$ cat src/rtl/maze_pkg.sv
// Shared constants and types for the 16x16 maze store.
// Latency: n/a (declarations only).
// Backpressure: n/a.
//
// Holds the maze geometry, the restore FSM state encoding and the cell
// encoding used by the base and work bit planes.
package maze_pkg;

    // Maze geometry: the maze is N x N cells, coordinates are COORD_W bits.
    localparam int N       = 16;
    localparam int COORD_W = $clog2(N);

    // Restore FSM state encoding.
    typedef logic [0:0] state_t;
    localparam state_t IDLE    = 1'b0;
    localparam state_t RESTORE = 1'b1;

    // Cell encoding: a set bit is a wall or a cell the rat has marked.
    localparam logic CELL_FREE    = 1'b0;
    localparam logic CELL_BLOCKED = 1'b1;

endpackage

$ cat src/rtl/maze_bit_plane.sv
// One N x N bit plane: row write, single-bit write, combinational row read.
// Latency: writes land on the next rising edge; the read is combinational.
// Backpressure: none; every write strobe is applied in the cycle it is seen.
//
// Ports:
//   clk, rst               clock and synchronous active-high clear (all cells free)
//   row_we/row_waddr/row_wdata   whole-row write
//   bit_we/bit_x/bit_y/bit_din   single-cell write at (bit_x, bit_y)
//   rd_row / rd_data       combinational read of one row; bit i = column i
//
// A row write wins over a bit write in the same cycle. The owner of the
// plane never asks for both at once, but the order is fixed so the result
// is deterministic regardless.
module maze_bit_plane #(
    parameter int N = 16
) (
    input  logic                 clk,
    input  logic                 rst,
    input  logic                 row_we,
    input  logic [$clog2(N)-1:0] row_waddr,
    input  logic [N-1:0]         row_wdata,
    input  logic                 bit_we,
    input  logic [$clog2(N)-1:0] bit_x,
    input  logic [$clog2(N)-1:0] bit_y,
    input  logic                 bit_din,
    input  logic [$clog2(N)-1:0] rd_row,
    output logic [N-1:0]         rd_data
);
    import maze_pkg::*;

    logic [N-1:0] mem [N];

    always_ff @(posedge clk) begin
        if (rst) begin
            for (int i = 0; i < N; i++) begin
                mem[i] <= {N{CELL_FREE}};
            end
        end else if (row_we) begin
            mem[row_waddr] <= row_wdata;
        end else if (bit_we) begin
            mem[bit_y][bit_x] <= bit_din;
        end
    end

    assign rd_data = mem[rd_row];

endmodule

$ cat src/rtl/maze_memory.sv
// Bit-mapped maze store with a pristine base plane and a rat-marked work plane.
// Latency: rd -> dout 1 cycle; rst_map -> 16 busy cycles (one row copied per cycle).
// Backpressure: none; rd/wr/ld_en/rst_map arriving while busy are dropped, not stalled.
//
// Ports:
//   clk, rst            clock, synchronous active-high reset (both planes cleared)
//   x, y, rd, wr, din   rat access port; cell (x,y) is bit x of row y
//   dout                registered read data, holds when rd is low or dropped
//   rst_map             one-cycle pulse: copy base plane back into work plane
//   ld_en/ld_row/ld_data  maze loader, writes one row into both planes
//   busy                high while a restore is running
module maze_memory #(
    parameter int N = 16
) (
    input  logic                 clk,
    input  logic                 rst,
    input  logic [$clog2(N)-1:0] x,
    input  logic [$clog2(N)-1:0] y,
    input  logic                 rd,
    input  logic                 wr,
    input  logic                 din,
    output logic                 dout,
    input  logic                 rst_map,
    input  logic                 ld_en,
    input  logic [$clog2(N)-1:0] ld_row,
    input  logic [N-1:0]         ld_data,
    output logic                 busy
);
    import maze_pkg::*;

    localparam int CW = $clog2(N);

    state_t         state;
    logic [CW-1:0]  rc;

    logic           restoring;
    logic           load_go;
    logic           access_go;

    logic [N-1:0]   base_row;
    logic [N-1:0]   work_row;

    logic           work_row_we;
    logic [CW-1:0]  work_row_waddr;
    logic [N-1:0]   work_row_wdata;

    // Per-cycle arbitration: restore beats the loader, the loader beats the
    // rat port. rst is handled inside each register block and wins over all.
    assign restoring = (state == RESTORE);
    assign load_go   = (state == IDLE) && ld_en;
    assign access_go = (state == IDLE) && !ld_en;
    assign busy      = restoring;

    // The work plane's row-write port is shared by the restore copy and the
    // loader; they are mutually exclusive by the arbitration above.
    assign work_row_we    = restoring || load_go;
    assign work_row_waddr = restoring ? rc       : ld_row;
    assign work_row_wdata = restoring ? base_row : ld_data;

    // Base plane: only ever written by the loader. Its read port is steered
    // by the restore row counter.
    maze_bit_plane #(
        .N (N)
    ) u_base (
        .clk       (clk),
        .rst       (rst),
        .row_we    (load_go),
        .row_waddr (ld_row),
        .row_wdata (ld_data),
        .bit_we    (1'b0),
        .bit_x     ('0),
        .bit_y     ('0),
        .bit_din   (CELL_FREE),
        .rd_row    (rc),
        .rd_data   (base_row)
    );

    // Work plane: loader/restore row writes plus rat single-bit writes. Its
    // read port follows the rat's row so dout is a simple column select.
    maze_bit_plane #(
        .N (N)
    ) u_work (
        .clk       (clk),
        .rst       (rst),
        .row_we    (work_row_we),
        .row_waddr (work_row_waddr),
        .row_wdata (work_row_wdata),
        .bit_we    (access_go && wr),
        .bit_x     (x),
        .bit_y     (y),
        .bit_din   (din),
        .rd_row    (y),
        .rd_data   (work_row)
    );

    // Restore FSM. rst_map seen while already restoring is ignored, so a
    // restore always runs exactly N cycles from the pulse that started it.
    always_ff @(posedge clk) begin
        if (rst) begin
            state <= IDLE;
            rc    <= '0;
        end else begin
            case (state)
                IDLE: begin
                    if (rst_map) begin
                        state <= RESTORE;
                        rc    <= '0;
                    end
                end
                RESTORE: begin
                    // rc wraps back to 0 after the last row.
                    rc <= rc + 1'b1;
                    if (rc == CW'(N - 1)) begin
                        state <= IDLE;
                    end
                end
                default: begin
                    state <= IDLE;
                    rc    <= '0;
                end
            endcase
        end
    end

    // Read data register. The work plane read is taken before the same-edge
    // bit write lands, which gives read-before-write on a shared cell.
    always_ff @(posedge clk) begin
        if (rst) begin
            dout <= CELL_FREE;
        end else if (access_go && rd) begin
            dout <= work_row[x];
        end
    end

endmodule

$ cat config.mk
export PLATFORM = sky130hd
export DESIGN_NAME = maze_memory
export DESIGN_NICKNAME = d
export VERILOG_FILES = /design/src/rtl/maze_pkg.sv /design/src/rtl/maze_bit_plane.sv /design/src/rtl/maze_memory.sv
export SDC_FILE = /design/constraint.sdc
export NUM_CORES = 1
export LEC_CHECK = 0
export ABC_AREA = 1
export CAP_MARGIN = 20
export CORE_MARGIN = 4
export CORE_UTILIZATION = 45
export CTS_CLUSTER_SIZE = 28
export DETAILED_ROUTE_END_ITERATION = 10
export GPL_TIMING_DRIVEN = 1
export SLEW_MARGIN = 40
export SYNTH_ARGS = -nofsm -noshare
export SYNTH_HDL_FRONTEND = slang
export SYNTH_SLANG_ARGS = --single-unit
$ cat constraint.sdc
create_clock -name clk -period 2.6 [get_ports clk]
set_input_delay 0.52 -clock clk [delete_from_list [all_inputs] [get_ports clk]]
set_output_delay 0.52 -clock clk [all_outputs]
set_load 0.01 [all_outputs]
==> reports/results.tsv <==
metric	value	unit
run status	finished clean	
total grt overflow	0	
Least-Margin Pin Slew	702	ps
Clk pwr share	0.388	
# diodes	0	
Die Height	250	µm
Longest Clk Path Bufs	3	
pwr/cell area	649	nW/µm²
startpoint types	register	
Worst Skew	39.3	ps
per-cell routed wire length	20.9	µm
worst path required time	2980	ps
Setup Fix Bufs, Post-CTS	0	
final hold vios	0	
Fillers	5171	
ANT nets after route	0	
initial antenna violation count	0	
Tcrit/Tclk final	0.918	
Yosys reg bits	522	
Int Pwr	0.0148	W
fmax	419	MHz
PortBufs	36	
clk sinks	522	
Clk Latency, worst-skew pair	640	ps
dpl hpwl	50000	µm
Layout Nets	3035	
DR pass1 iterations	5	
Post-Layout Inst Area	30700	µm²
minimum clock period	2390	ps
Hold Path Depth	1	
Root Buffer	clkbuf_16	
Num CTS Buffers	56	
Initial Util	0.455	
vias in the first global route	20400	
largest net degree at the start of global routing	117	
GRT Util Overall	0.250	
detailed-route via count	21300	
DR iter-0 viols	2595	
Setup Viol. Count Final	0	
Design Power	0.0199	W
io pins	37	
Placed Instance Area	28900	µm²
RSZ-0062 raised after global routing	false	
Sw Ratio	0.257	
Layout Area Growth over Synthesis	16.6	%
VDD IR-drop max	0.000546	V
CP Capture Type	register	
part of the power in combinational logic	0.124	
Clock H-tree levels	2	
post-synth cell types	31	
switching pwr	0.00512	W
post-synthesis cell count	2927	
Reg clk slew, reported paths	60	ps
Routed Wire Length	79500	µm
CP Class	reg2reg	
sequential share of the synthesized area	0.592	
Cell Rows	88	
CORE AREA	57800	µm²
Ys Warns	0	
Die W	250	µm
Critical Path AT	2760	ps
Worst Hold Launch	rc[3]$_SDFFE_PP0N_	
layout cells sized above 1	0.109	
Net Count, Synth	2963	
Max Cap Viol	0	
sequential power share	0.487	
Slew headroom	0.531	
hold crit path type	reg2reg	
leakage	12.3	nW
Final Max Tran Viols	0	
CTS tree	yes	
syn avg cell area	8.99	µm²
# DRC	0	
routability cong.	0.840	
setup_tns	0	ps
FF-to-FF path depth	8	
Vias/cell	5.59	
global-route wire length before repair	121000	µm
Mapped Area	26300	µm²
Die ar.	62400	µm²
worst-path maximum fanout	16	
[repair_timing]
action | 4_1_cts | 5_1_grt
hold buffers | 0 | 0
gates resized for setup | 0 | 2
endpoints found under the setup margin | 0 | 14
[cells by family after synthesis]
family,after synthesis,synth area share
fa+ha+maj,1,0.000475
buf+inv,350,0.0593
flops,522,0.592
compound gates,257,0.0663
mux,64,0.0243
simple gates,1733,0.258
[cells in the final DEF (no fill, tap or decap), types with 2 or more instances in the layout]
master | Yosys | final
nor2_2 | 6 | 6
edfxtp_1 | 512 | 512
nor3_2 | 4 | 4
clkinv_2 | 0 | 16
o211ai_1 | 7 | 7
nand3_1 | 167 | 167
a21oi_1 | 25 | 25
buf_12 | 0 | 73
bufinv_16 | 0 | 4
a211oi_1 | 2 | 2
buf_4 | 43 | 120
o221ai_1 | 64 | 64
o21ai_0 | 125 | 125
o21ai_2 | 2 | 2
clkinv_1 | 18 | 25
clkbuf_16 | 0 | 56
inv_1 | 91 | 90
clkbuf_1 | 116 | 15
a31oi_1 | 13 | 13
o21ai_1 | 3 | 3
dfxtp_1 | 10 | 8
inv_2 | 27 | 26
dfxtp_4 | 0 | 2
nand2_1 | 850 | 850
mux2i_1 | 64 | 64
nor2_1 | 701 | 701
nor3_1 | 2 | 2
a21oi_4 | 15 | 15
clkdlybuf4s50_1 | 0 | 34
[cell usage after synthesis (all sizes together)]
cell	number	area, µm²
a211oi	2	15.0
a21oi	41	378
a31oi	13	81.3
buf	98	616
clkbuf	116	435
clkinv	18	67.6
dfxtp	10	200
edfxtp	512	15400
ha	1	12.5
inv	118	443
mux2i	64	641
nand2	850	3190
nand3	168	853
nor2	708	2680
nor3	6	50.1
nor3b	1	7.51
o211ai	7	52.6
o21ai	130	658
o221ai	64	561
[registers in the layout, indices dropped and copies added (netlist names), named ones only]
register / cells
u_base.mem: 256
u_work.mem: 256
rc: 4
busy: 1
dout: 1
[routing by layer]
layer | GRT usage | part of all wire | up-vias
li1 | - | - | 9838
met1 | 0.357 | 0.42 | 10300
met2 | 0.384 | 0.45 | 956
met3 | 0.0529 | 0.098 | 160
met4 | 0.0810 | 0.034 | 0
met5 | 0 | 0 | -
[layout make-up]
type / instances / area (µm²) / share of cell area
repair buffers: 228 / 2710 / 0.0883
inverters: 136 / 522 / 0.0170
multi-input cells: 2055 / 9180 / 0.299
well taps: 765 / 957 / 0.0312
clock buffers: 71 / 1460 / 0.0475
flip-flops and latches: 522 / 15600 / 0.508
clock inverters: 30 / 270 / 0.00881
[critical path: stages, from the launching register on]
cell and delay, ps:
dfxtp_1 540, inv_1 180, buf_4 260, o221ai_1 270, nand3_1 270, nand3_1 150, a21oi_4 210, buf_12 170
nor2_1 50
[final timing paths]
check | to | slack, ps
hold / removal | busy$_SDFF_PP0_ | 510
setup reg to reg | u_work.mem[12][4]$_SDFFCE_PN0P_ | 210
hold reg to reg | busy$_SDFF_PP0_ | 510
setup / recovery | u_work.mem[12][4]$_SDFFCE_PN0P_ | 210
[power groups by stage]
| stage | Combinational (W) | Clock (W) | Sequential, W |
|---|---|---|---|
| after floorplan | 0.00136 | 0 | 0.00985 |
| after global placement | 0.00241 | 0 | 0.00987 |
| after detailed placement | 0.00245 | 0 | 0.00988 |
| after CTS | 0.00246 | 0.00784 | 0.00971 |
| after global routing | 0.00266 | 0.00816 | 0.00974 |
| final | 0.00248 | 0.00773 | 0.00971 |
[stage by stage]
stage,setup slack [ps],util,instances,hold WS [ps]
finish,213,0.531,3807,514
CTS,124,0.531,3807,520
global route,139,0.531,3807,538
detailed placement,-156,0.501,3706,505
global placement,-120,0.501,3706,493
floorplan,419,-,2927,459
(Power assumes the default switching activity.)
